[src/rtl/snake_game_ctrl_if.sv]
// Board/core-facing signals of snake_game_ctrl.
// master: the controller; slave: buttons and snake core.
interface snake_game_ctrl_if;
  logic        btn_center;
  logic        btn_pause;
  logic        fruit_eaten;
  logic        collision;
  logic        step_tick;
  logic        restart;
  logic [1:0]  state;
  logic [7:0]  score;
  logic [3:0]  level;
  logic [26:0] interval;

  modport master (
    input  btn_center,
    input  btn_pause,
    input  fruit_eaten,
    input  collision,
    output step_tick,
    output restart,
    output state,
    output score,
    output level,
    output interval
  );

  modport slave (
    output btn_center,
    output btn_pause,
    output fruit_eaten,
    output collision,
    input  step_tick,
    input  restart,
    input  state,
    input  score,
    input  level,
    input  interval
  );
endinterface

[src/rtl/snake_game_ctrl.sv]
// Snake game-flow FSM, button debounce and step scheduler.
// Ports: clk, rst (sync, active-high), bus (master):
//   in  btn_center, btn_pause, fruit_eaten, collision
//   out step_tick, restart, state, score, level, interval
// SNAKE_PAUSE_EN: builds the pause button path and PAUSE.
module snake_game_ctrl #(
  parameter int BASE_INTERVAL    = 100_000_000,
  parameter int MIN_INTERVAL     = 25_000_000,
  parameter int SPEEDUP_STEP     = 5_000_000,
  parameter int FRUITS_PER_LEVEL = 4,
  parameter int DEBOUNCE_CYCLES  = 1_000_000
) (
  input logic               clk,
  input logic               rst,
  snake_game_ctrl_if.master bus
);

  typedef enum logic [1:0] {
    S_IDLE  = 2'd0,
    S_RUN   = 2'd1,
    S_PAUSE = 2'd2,
    S_OVER  = 2'd3
  } state_t;

  localparam int CW =
    (DEBOUNCE_CYCLES > 1) ? $clog2(DEBOUNCE_CYCLES) : 1;
  localparam logic [CW-1:0] DB_LAST =
    CW'(DEBOUNCE_CYCLES - 1);
  localparam int FW =
    (FRUITS_PER_LEVEL > 1) ? $clog2(FRUITS_PER_LEVEL) : 1;
  localparam logic [FW-1:0] FR_LAST =
    FW'(FRUITS_PER_LEVEL - 1);
  localparam logic [26:0] BASE_IV = 27'(BASE_INTERVAL);

  // Done at 32 bits so a large level cannot wrap below MIN.
  function automatic logic [26:0] f_interval(
    input logic [3:0] lvl
  );
    logic [31:0] w_dec;
    w_dec = 32'(lvl) * 32'(SPEEDUP_STEP);
    if (w_dec >= 32'(BASE_INTERVAL) - 32'(MIN_INTERVAL))
      return 27'(MIN_INTERVAL);
    return 27'(32'(BASE_INTERVAL) - w_dec);
  endfunction

  logic          r_c_s1, r_c_s2;
  logic          r_c_db, r_c_db_q;
  logic [CW-1:0] r_c_cnt;
  logic          w_c_press;

  always_ff @(posedge clk) begin
    if (rst) begin
      r_c_s1   <= 1'b0;
      r_c_s2   <= 1'b0;
      r_c_db   <= 1'b0;
      r_c_db_q <= 1'b0;
      r_c_cnt  <= '0;
    end else begin
      r_c_s1   <= bus.btn_center;
      r_c_s2   <= r_c_s1;
      r_c_db_q <= r_c_db;
      if (r_c_s2 == r_c_db) begin
        r_c_cnt <= '0;
      end else if (r_c_cnt == DB_LAST) begin
        r_c_db  <= r_c_s2;
        r_c_cnt <= '0;
      end else begin
        r_c_cnt <= r_c_cnt + 1'b1;
      end
    end
  end

  assign w_c_press = r_c_db & ~r_c_db_q;

  logic w_p_press;

`ifdef SNAKE_PAUSE_EN
  logic          r_p_s1, r_p_s2;
  logic          r_p_db, r_p_db_q;
  logic [CW-1:0] r_p_cnt;

  always_ff @(posedge clk) begin
    if (rst) begin
      r_p_s1   <= 1'b0;
      r_p_s2   <= 1'b0;
      r_p_db   <= 1'b0;
      r_p_db_q <= 1'b0;
      r_p_cnt  <= '0;
    end else begin
      r_p_s1   <= bus.btn_pause;
      r_p_s2   <= r_p_s1;
      r_p_db_q <= r_p_db;
      if (r_p_s2 == r_p_db) begin
        r_p_cnt <= '0;
      end else if (r_p_cnt == DB_LAST) begin
        r_p_db  <= r_p_s2;
        r_p_cnt <= '0;
      end else begin
        r_p_cnt <= r_p_cnt + 1'b1;
      end
    end
  end

  assign w_p_press = r_p_db & ~r_p_db_q;
`else
  assign w_p_press = 1'b0;
`endif

  state_t        r_state;
  logic          r_tick;
  logic          r_restart;
  logic [7:0]    r_score;
  logic [3:0]    r_level;
  logic [26:0]   r_interval;
  logic [26:0]   r_timer;
  logic [FW-1:0] r_fruit;

  logic       w_expire;
  logic [3:0] w_lvl_inc;

  assign w_expire  = (r_timer >= r_interval - 27'd1);
  assign w_lvl_inc =
    (r_level == 4'hF) ? r_level : r_level + 4'd1;

  always_ff @(posedge clk) begin
    if (rst) begin
      r_state    <= S_IDLE;
      r_tick     <= 1'b0;
      r_restart  <= 1'b0;
      r_score    <= '0;
      r_level    <= '0;
      r_interval <= BASE_IV;
      r_timer    <= '0;
      r_fruit    <= '0;
    end else begin
      r_tick    <= 1'b0;
      r_restart <= 1'b0;
      if (w_c_press) begin
        r_state    <= S_RUN;
        r_restart  <= 1'b1;
        r_score    <= '0;
        r_level    <= '0;
        r_interval <= BASE_IV;
        r_timer    <= '0;
        r_fruit    <= '0;
      end else begin
        case (r_state)
          S_RUN: begin
            if (bus.collision) begin
              r_state <= S_OVER;
            end else if (w_p_press) begin
              r_state <= S_PAUSE;
            end else begin
              if (bus.fruit_eaten) begin
                if (r_score != 8'hFF)
                  r_score <= r_score + 8'd1;
                if (r_fruit == FR_LAST) begin
                  r_fruit    <= '0;
                  r_level    <= w_lvl_inc;
                  r_interval <= f_interval(w_lvl_inc);
                end else begin
                  r_fruit <= r_fruit + 1'b1;
                end
              end
              if (w_expire) begin
                r_tick  <= 1'b1;
                r_timer <= '0;
              end else begin
                r_timer <= r_timer + 27'd1;
              end
            end
          end
          S_PAUSE: begin
            if (w_p_press)
              r_state <= S_RUN;
          end
          default: ;
        endcase
      end
    end
  end

  assign bus.step_tick = r_tick;
  assign bus.restart   = r_restart;
  assign bus.state     = r_state;
  assign bus.score     = r_score;
  assign bus.level     = r_level;
  assign bus.interval  = r_interval;

endmodule

[src/flat_wrapper.sv]
// flat-port wrapper written by rule: the top's interface ports become plain ports
module snake_game_ctrl_flat 
#(
  parameter int BASE_INTERVAL    = 100_000_000,
  parameter int MIN_INTERVAL     = 25_000_000,
  parameter int SPEEDUP_STEP     = 5_000_000,
  parameter int FRUITS_PER_LEVEL = 4,
  parameter int DEBOUNCE_CYCLES  = 1_000_000
)
  (clk, rst, bus_btn_center, bus_btn_pause, bus_fruit_eaten, bus_collision, bus_step_tick, bus_restart, bus_state, bus_score, bus_level, bus_interval);
  snake_game_ctrl_if bus_i ();
  input logic clk;
  input logic rst;
  input wire logic [$bits(bus_i.btn_center)-1:0] bus_btn_center;
  input wire logic [$bits(bus_i.btn_pause)-1:0] bus_btn_pause;
  input wire logic [$bits(bus_i.fruit_eaten)-1:0] bus_fruit_eaten;
  input wire logic [$bits(bus_i.collision)-1:0] bus_collision;
  output wire logic [$bits(bus_i.step_tick)-1:0] bus_step_tick;
  output wire logic [$bits(bus_i.restart)-1:0] bus_restart;
  output wire logic [$bits(bus_i.state)-1:0] bus_state;
  output wire logic [$bits(bus_i.score)-1:0] bus_score;
  output wire logic [$bits(bus_i.level)-1:0] bus_level;
  output wire logic [$bits(bus_i.interval)-1:0] bus_interval;
  assign bus_i.btn_center = bus_btn_center;
  assign bus_i.btn_pause = bus_btn_pause;
  assign bus_i.fruit_eaten = bus_fruit_eaten;
  assign bus_i.collision = bus_collision;
  assign bus_step_tick = bus_i.step_tick;
  assign bus_restart = bus_i.restart;
  assign bus_state = bus_i.state;
  assign bus_score = bus_i.score;
  assign bus_level = bus_i.level;
  assign bus_interval = bus_i.interval;
  snake_game_ctrl #(.BASE_INTERVAL(BASE_INTERVAL), .MIN_INTERVAL(MIN_INTERVAL), .SPEEDUP_STEP(SPEEDUP_STEP), .FRUITS_PER_LEVEL(FRUITS_PER_LEVEL), .DEBOUNCE_CYCLES(DEBOUNCE_CYCLES)) u_core (.clk(clk), .rst(rst), .bus(bus_i));
endmodule
[config.mk]
export PLATFORM = sky130hd
export DESIGN_NAME = snake_game_ctrl_flat
export DESIGN_NICKNAME = d
export VERILOG_FILES = /design/src/rtl/snake_game_ctrl_if.sv /design/src/rtl/snake_game_ctrl.sv /design/src/flat_wrapper.sv
export SDC_FILE = /design/constraint.sdc
export NUM_CORES = 1
export LEC_CHECK = 0
export ABC_AREA = 1
export CORE_ASPECT_RATIO = 1.2
export CORE_MARGIN = 4
export CORE_UTILIZATION = 50
export DETAILED_ROUTE_END_ITERATION = 12
export PLACE_DENSITY_LB_ADDON = 0.2
export SETUP_SLACK_MARGIN = 0.3
export SYNTH_ARGS = -nofsm -noshare
export SYNTH_HDL_FRONTEND = slang
export SYNTH_SLANG_ARGS = --single-unit
[constraint.sdc]
create_clock -name clk -period 5 [get_ports clk]
set_input_delay 1 -clock clk [delete_from_list [all_inputs] [get_ports clk]]
set_output_delay 1 -clock clk [all_outputs]
set_load 0.1 [all_outputs]
==> impl_results.md, run 1 <==
* Mean post-synth cell area at ~6.8 µm²
* GRT overflow at 0
* Clk sinks at 90
* Critical Path, Cell by Cell: ha_1 -> nand3_2 -> o21ai_2 -> ha_1 -> ha_1 -> ha_1 -> fa_1 -> nand2_1 -> nand2_1 -> nand3_2 -> nand2_2 -> nand2_2 -> nand2_4 -> nand2_2 -> nand2_1 -> nand2_1 -> nand3_2 -> nor2_4 -> nand2_1 -> nand2_1 -> nand2_2 -> nand2_1 -> o21bai_1
* Root Buffer: clkbuf_16
* Largest net degree at the start of global routing at 27
* Number of synthesized flops with an enable pin at 0
* Peak Freq at 0.235 GHz
* Power Internal at 1.17 mW
* Die area at 0.0144 mm²
* Commonest non-fill, non-tap cells in the layout: nand2_1, nor2_1, inv_1
* Netlist cell types at 45
* Most common cell after layout, fill and taps aside: nand2_1
* Pleak at 3.02 nW
* Comb power frac at 2.8%
* Switching pwr at 0.327 mW
* Most used cell, CP: nand2_1
* CP Data Arrival Time at 4.49 ns
* Initial antenna violation count at 0
* Post-DP HPWL at ~11 mm
* Final hold vios at 0
* Setup TNS at 0 ns
* Layout Nets at between 1000 and 1500
* Top delay family on crit path: simple AND/OR/NAND/NOR gates
* RSZ-0062 raised after global routing: false
* Final Util at slightly below 60%
* Share of power burned in registers at 47.9%
* Share of cells above drive strength 1 at between 7 and 8%
* Max_slew headroom at between 30% and 40%
* Worst EP required at 5.23 ns
* CP peak stage delay at slightly above 0.4 ns
* Sequential share of the synthesized area at 28.7%
* Area occupied by multi-input gates at 0.00396 mm²
* Remaining DRCs at 0
* Pre-Repair DR Iteration Count at 5
* Synth Instances at between 900 and 1000
* Register area at between 0.0015 and 0.002 mm²
* Starting density of the core at 51.4%
* Startpoint types: register
* Status: finished clean
* Die height at 131 µm
* Critical path class: register to register
* Vias in the first global route at 5525
* Clk buf depth at 2
* Total GRT Usage at 21.6%
* Core Area at roughly 0.012 mm²
* Clock Skew at approximately 0.011 ns
* Ant. Diodes at 0
* Clock transition at path regs at 0.07 ns
* # setup viols final at 0
* Synth Register Bits at 90
* Die Wd at 110 µm
* Warnings, synthesis at 0
* Post-synthesis async set-or-reset flop share at 0%
* Worst Max-Slew Pin Slew at 1.01 ns
* Power Density at 209 mW/mm²
* H-tree Lvls at 3
* Top FF cell, synth: dfxtp_1
* CP Max Fanout at 14
* Routed length per placed instance at approximately 13 µm
* CTS-repair resized insts at 0
* Top-Level Pins at approximately 50
* Hold_buf cts at 0
* Iter 0 DRT Violations at between 200 and 300
* CTS tree: yes
* RePlAce Congestion at about 0.90
* Port Buf Inserts at ~40
* Clock latency on the worst-skew pair at between 0.3 and 0.4 ns
* # rows at between 40 and 50
* Final worst-path cycle share at between 80 and 90%
* Final WL at about 15 mm
* Maxcap violations at 0
* Max VDD drop at 0.143 mV
* FILL cells at 1222
* Sw Ratio at a little over a fifth
* Layout area overhead at 14.2%
* Period minus WS final at 4.26 ns
* Slowest-stage cell, CP: fa_1
* Clk pwr share at between 40% and 50%
* Antenna Nets Post-Route at 0
* Overall power at 1.50 mW
* CP Capture Type: register
* Worst Hold Class: register to register
* Via count at around 5800
* Post-CTS setup buffer count at 0
* CP bufs+invs at 0
* Vias per cell at between 5 and 6
* Final slew viol count at 0
* Synth Cell Area at roughly 0.0063 mm²
* Global-route wire length before repair at roughly 25 mm
* Total CTS buffers at 9
-- final cells by class --
| cell class | instances | area share, % |
|---|---|---|
| flip-flops and latches | 90 | 25.1 |
| well taps | 161 | 2.81 |
| clock inverters | 5 | 1.10 |
| multi-input cells | 701 | 55.2 |
| inverters | 120 | 6.28 |
| repair buffers | 45 | 6.14 |
| clock buffers | 10 | 3.33 |
-- sequential cells by signal, summed over array words and instances, names as in the netlist --
register              flops
u_core.r_fruit            2
u_core.r_c_cnt           20
u_core.bus.level          4
u_core.r_timer           27
u_core.bus.state          2
u_core.r_c_db             1
u_core.r_c_db_q           1
u_core.bus.step_tick      1
u_core.r_c_s2             1
u_core.r_c_s1             1
u_core.bus.score          8
u_core.bus.restart        1
u_core.bus.interval      21
-- worst register-to-register path, stage by stage (launching register included) --
cell	delay (ns)
dfxtp_1	0.40
ha_1	0.27
nand3_2	0.16
o21ai_2	0.34
ha_1	0.33
ha_1	0.30
ha_1	0.26
fa_1	0.41
nand2_1	0.08
nand2_1	0.10
nand3_2	0.11
nand2_2	0.08
nand2_2	0.11
nand2_4	0.07
nand2_2	0.07
nand2_1	0.05
nand2_1	0.09
nand3_2	0.11
nor2_4	0.14
nand2_1	0.07
nand2_1	0.08
nand2_2	0.18
nand2_1	0.25
o21bai_1	0.10
-- stage by stage --
stage          setup slack [ns]  instance area, µm²  hold WS [ns]  std cells
2_1_floorplan             0.508                6300         0.388        926
3_3_place_gp              0.670                6850         0.391       1117
3_5_place_dp              0.629                6850         0.396       1117
4_1_cts                   0.597                7170         0.407       1132
5_1_grt                   0.365                7170         0.423       1132
6_report                  0.740                7170         0.405       1132
-- per-layer routing --
layer	global-route usage (%)	vias up	part of all wire, %
li1	-	3076	-
met1	26.4	2581	45
met4	7.39	0	2.2
met5	0	-	0
met2	38.5	84	50
met3	3.19	25	2.8
-- cells in the mapped netlist (6+ instances only) --
library cell | instances | area, µm²
a21oi_1 | 53 | 265
a21oi_2 | 6 | 52.6
buf_4 | 6 | 45.0
dfxtp_1 | 90 | 1800
ha_1 | 52 | 651
inv_1 | 113 | 424
inv_2 | 7 | 26.3
nand2_1 | 209 | 785
nand2_2 | 13 | 81.3
nand3_1 | 50 | 250
nand3_2 | 7 | 70.1
nand4_1 | 18 | 113
nor2_1 | 127 | 477
nor3_1 | 23 | 115
nor3_2 | 7 | 70.1
nor4_1 | 10 | 62.6
o21ai_0 | 20 | 100
o21ai_1 | 10 | 50.1
xnor2_1 | 16 | 140
xor2_1 | 31 | 272
-- cell families (layout without fill, tap and decap cells) --
| logic type | after synthesis | in the layout | share of synthesized area [%] |
|---|---|---|---|
| fa+ha+maj | 54 | 54 | 11.0 |
| compound gates | 109 | 109 | 9.83 |
| buf+inv | 135 | 180 | 8.61 |
| flops | 90 | 90 | 28.7 |
| other cells | 1 | 6 | 0.0597 |
| simple gates | 484 | 484 | 35.0 |
| xor+xnor | 48 | 48 | 6.82 |
-- final timing paths --
kind	startpoint	to	slack, ns	cells after the start
hold / removal	u_core.r_c_s1$_SDFF_PP0_	u_core.r_c_s2$_SDFF_PP0_	0.41	2
hold reg to reg	u_core.r_c_s1$_SDFF_PP0_	u_core.r_c_s2$_SDFF_PP0_	0.41	2
setup reg to reg	u_core.bus.level[0]$_SDFFE_PP0P_	u_core.bus.interval[26]$_SDFFE_PP1P_	0.74	23
setup / recovery	u_core.bus.level[0]$_SDFFE_PP0P_	u_core.bus.interval[26]$_SDFFE_PP1P_	0.74	23
-- power by group through the flow --
stage | combinational (mW) | sequential [mW] | clock, mW
finish | 0.0420 | 0.718 | 0.740
global route | 0.0446 | 0.718 | 0.784
CTS | 0.0421 | 0.718 | 0.750
detailed placement | 0.0422 | 0.734 | 0
global placement | 0.0419 | 0.734 | 0
floorplan | 0.0358 | 0.734 | 0
No activity file was read; power rests on OpenSTA's default activity.
==> run 2, diff against run 1 <==
--- a/config.mk
+++ b/config.mk
@@ -9,9 +9,11 @@
 export CORE_ASPECT_RATIO = 1.2
 export CORE_MARGIN = 4
 export CORE_UTILIZATION = 50
+export CTS_BUF_LIST = sky130_fd_sc_hd__clkbuf_2 sky130_fd_sc_hd__clkbuf_4 sky130_fd_sc_hd__clkbuf_8
 export DETAILED_ROUTE_END_ITERATION = 12
 export PLACE_DENSITY_LB_ADDON = 0.2
 export SETUP_SLACK_MARGIN = 0.3
 export SYNTH_ARGS = -nofsm -noshare
 export SYNTH_HDL_FRONTEND = slang
 export SYNTH_SLANG_ARGS = --single-unit
+export TNS_END_PERCENT = 100
==> constraint.sdc (replaced) <==
create_clock -name clk -period 5.3 [get_ports clk]
set_input_delay 1.06 -clock clk [delete_from_list [all_inputs] [get_ports clk]]
set_output_delay 1.06 -clock clk [all_outputs]
set_load 0.1 [all_outputs]
==> run 2 against run 1 <==
  * Core utilization fell by 1.1 points
  * Flip-flop and latch count is the same
  * Sequential power shrank 5.7%
  * Via count is 0.38% lower
==> impl_results.md, run 2 (synthesis gave the netlist of run 1 again) <==
* Final worst-path cycle share at 82.9%
* Vias per cell at just over 5
* Core Area at roughly 0.012 mm²
* Final Util at between 50% and 60%
* RSZ-0062 raised after global routing: false
* Die Wd at around 110 µm
* # rows at 44
* Worst Hold Class: register to register
* Crit path to: u_core.bus.interval[24]$_SDFFE_PP1P_
* Top-Level Pins at just under 50
* Setup TNS at 0 ns
* Post-CTS setup buffer count at 0
* RR Endpoint: u_core.bus.interval[24]$_SDFFE_PP1P_
* Post-DP HPWL at between 10 and 15 mm
* Vias in the first global route at around 5600
* Total CTS buffers at 9
* RePlAce Congestion at ~0.90
* R2R depth at 24
* Flop2flop setup slack at between 0.9 and 1 ns
* Ant. Diodes at 0
* Max_slew headroom at 30.9%
* Clock transition at path regs at around 0.09 ns
* Clk sinks at 90
* Worst EP required at between 5 and 6 ns
* Most common cell after layout, fill and taps aside: nand2_1
* CTS-repair resized insts at 0
* Layout area overhead at 12.0%
* Status: finished clean
* CP Data Arrival Time at approximately 4.7 ns
* Initial antenna violation count at 0
* Final hold slack at between 0.4 and 0.5 ns
* Power Density at 169 mW/mm²
* Hold_buf cts at 0
* # setup viols final at 0
* CP Max Fanout at 14
* R2r startpoint: u_core.bus.level[0]$_SDFFE_PP0P_
* Max reg flops at 27
* Root Buffer: clkbuf_8
* Peak Freq at roughly 0.23 GHz
* Pleak at roughly 3 nW
* Die area at about 0.014 mm²
* Clock latency on the worst-skew pair at 0.36 ns
* Max VDD drop at 0.111 mV
* Iter 0 DRT Violations at approximately 290
* Layout Nets at ~1000
* CP Capture Type: register
* Remaining DRCs at 0
* Clk buf depth at 2
* Global-route wire length before repair at between 20 and 25 mm
* Die height at around 130 µm
* Via count at about 5700
* Overall power at roughly 1.2 mW
* Port Buf Inserts at 41
* Maxcap violations at 0
* Total GRT Usage at 21.2%
* Final WL at 14.1 mm
* Crit path from: u_core.bus.level[0]$_SDFFE_PP0P_
* Top reg by flops: u_core.r_timer
* Starting density of the core at about half
* Clock Skew at 0.0157 ns
* Commonest non-fill, non-tap cells in the layout: nand2_1, nor2_1, inv_1
* Startpoint types: register
* Pre-Repair DR Iteration Count at 8
* CTS tree: yes
* Final hold vios at 0
* Antenna Nets Post-Route at 0
* Critical path class: register to register
* Worst Max-Slew Pin Slew at 1.03 ns
* Final slew viol count at 0
* H-tree Lvls at 3
* Share of cells above drive strength 1 at approximately 7.4%
* GRT overflow at 0
* Largest net degree at the start of global routing at 27
* Period minus WS final at between 4 and 5 ns
* Routed length per placed instance at approximately 12 µm
[run 2: cell type report]
type | count | area, µm²
clock inverter | 3 | 40.0
tap | 161 | 201
timing repair buffer | 44 | 433
fill | 1227 | 5190
sequential | 90 | 1800
clock buffer | 12 | 153
multi-input combinational | 701 | 3950
inverter | 120 | 450
[run 2: metal layers]
metal / vias up / wire, µm / GRT usage, %
met5: - / 0 / 0
met4: 0 / 229 / 6.52
met3: 17 / 330 / 3.39
met2: 67 / 6980 / 38.1
met1: 2578 / 6570 / 25.7
li1: 3082 / - / -
[run 2: critical path, stage by stage (launching register included)]
cell,delay [ns]
dfxtp_1,0.41
ha_1,0.28
nand3_2,0.16
o21ai_1,0.46
ha_1,0.36
ha_1,0.30
ha_1,0.26
fa_1,0.42
nand2_1,0.08
nand2_1,0.10
nand3_2,0.10
nand2_2,0.08
nand2_2,0.11
nand2_4,0.07
nand2_2,0.07
nand2_1,0.05
nand2_1,0.09
nand3_2,0.11
nor2_4,0.14
nand2_1,0.07
nand2_1,0.09
nand2_2,0.17
nand2_1,0.23
nor2_1,0.07
nor2_1,0.08
[run 2: worst min-delay path by stage]
stage / from / endpoint / slack (ns) / depth (start not counted)
global placement: u_core.r_c_s1$_SDFF_PP0_ / u_core.r_c_s2$_SDFF_PP0_ / 0.39 / 2
finish: u_core.r_c_s1$_SDFF_PP0_ / u_core.r_c_s2$_SDFF_PP0_ / 0.41 / 2
floorplan: u_core.r_c_s1$_SDFF_PP0_ / u_core.r_c_s2$_SDFF_PP0_ / 0.39 / 2
global route: u_core.r_c_s1$_SDFF_PP0_ / u_core.r_c_s2$_SDFF_PP0_ / 0.43 / 2
detailed placement: u_core.r_c_s1$_SDFF_PP0_ / u_core.r_c_s2$_SDFF_PP0_ / 0.40 / 2
CTS: u_core.r_c_s1$_SDFF_PP0_ / u_core.r_c_s2$_SDFF_PP0_ / 0.42 / 2
[run 2: power breakdown]
group | switching (mW) | internal (mW)
clock | 0.238 | 0.238
combinational | 0.0331 | 0.00599
sequential | 0.000449 | 0.676
total | 0.272 | 0.920
[run 2: per-stage QoR]
step           cell area (µm²)  instances  worst slack (ns)
2_1_floorplan             6300        926             0.808
3_3_place_gp              6840       1116             0.965
3_5_place_dp              6840       1116             0.960
4_1_cts                   7030       1131             0.927
5_1_grt                   7030       1131             0.576
6_report                  7030       1131             0.904
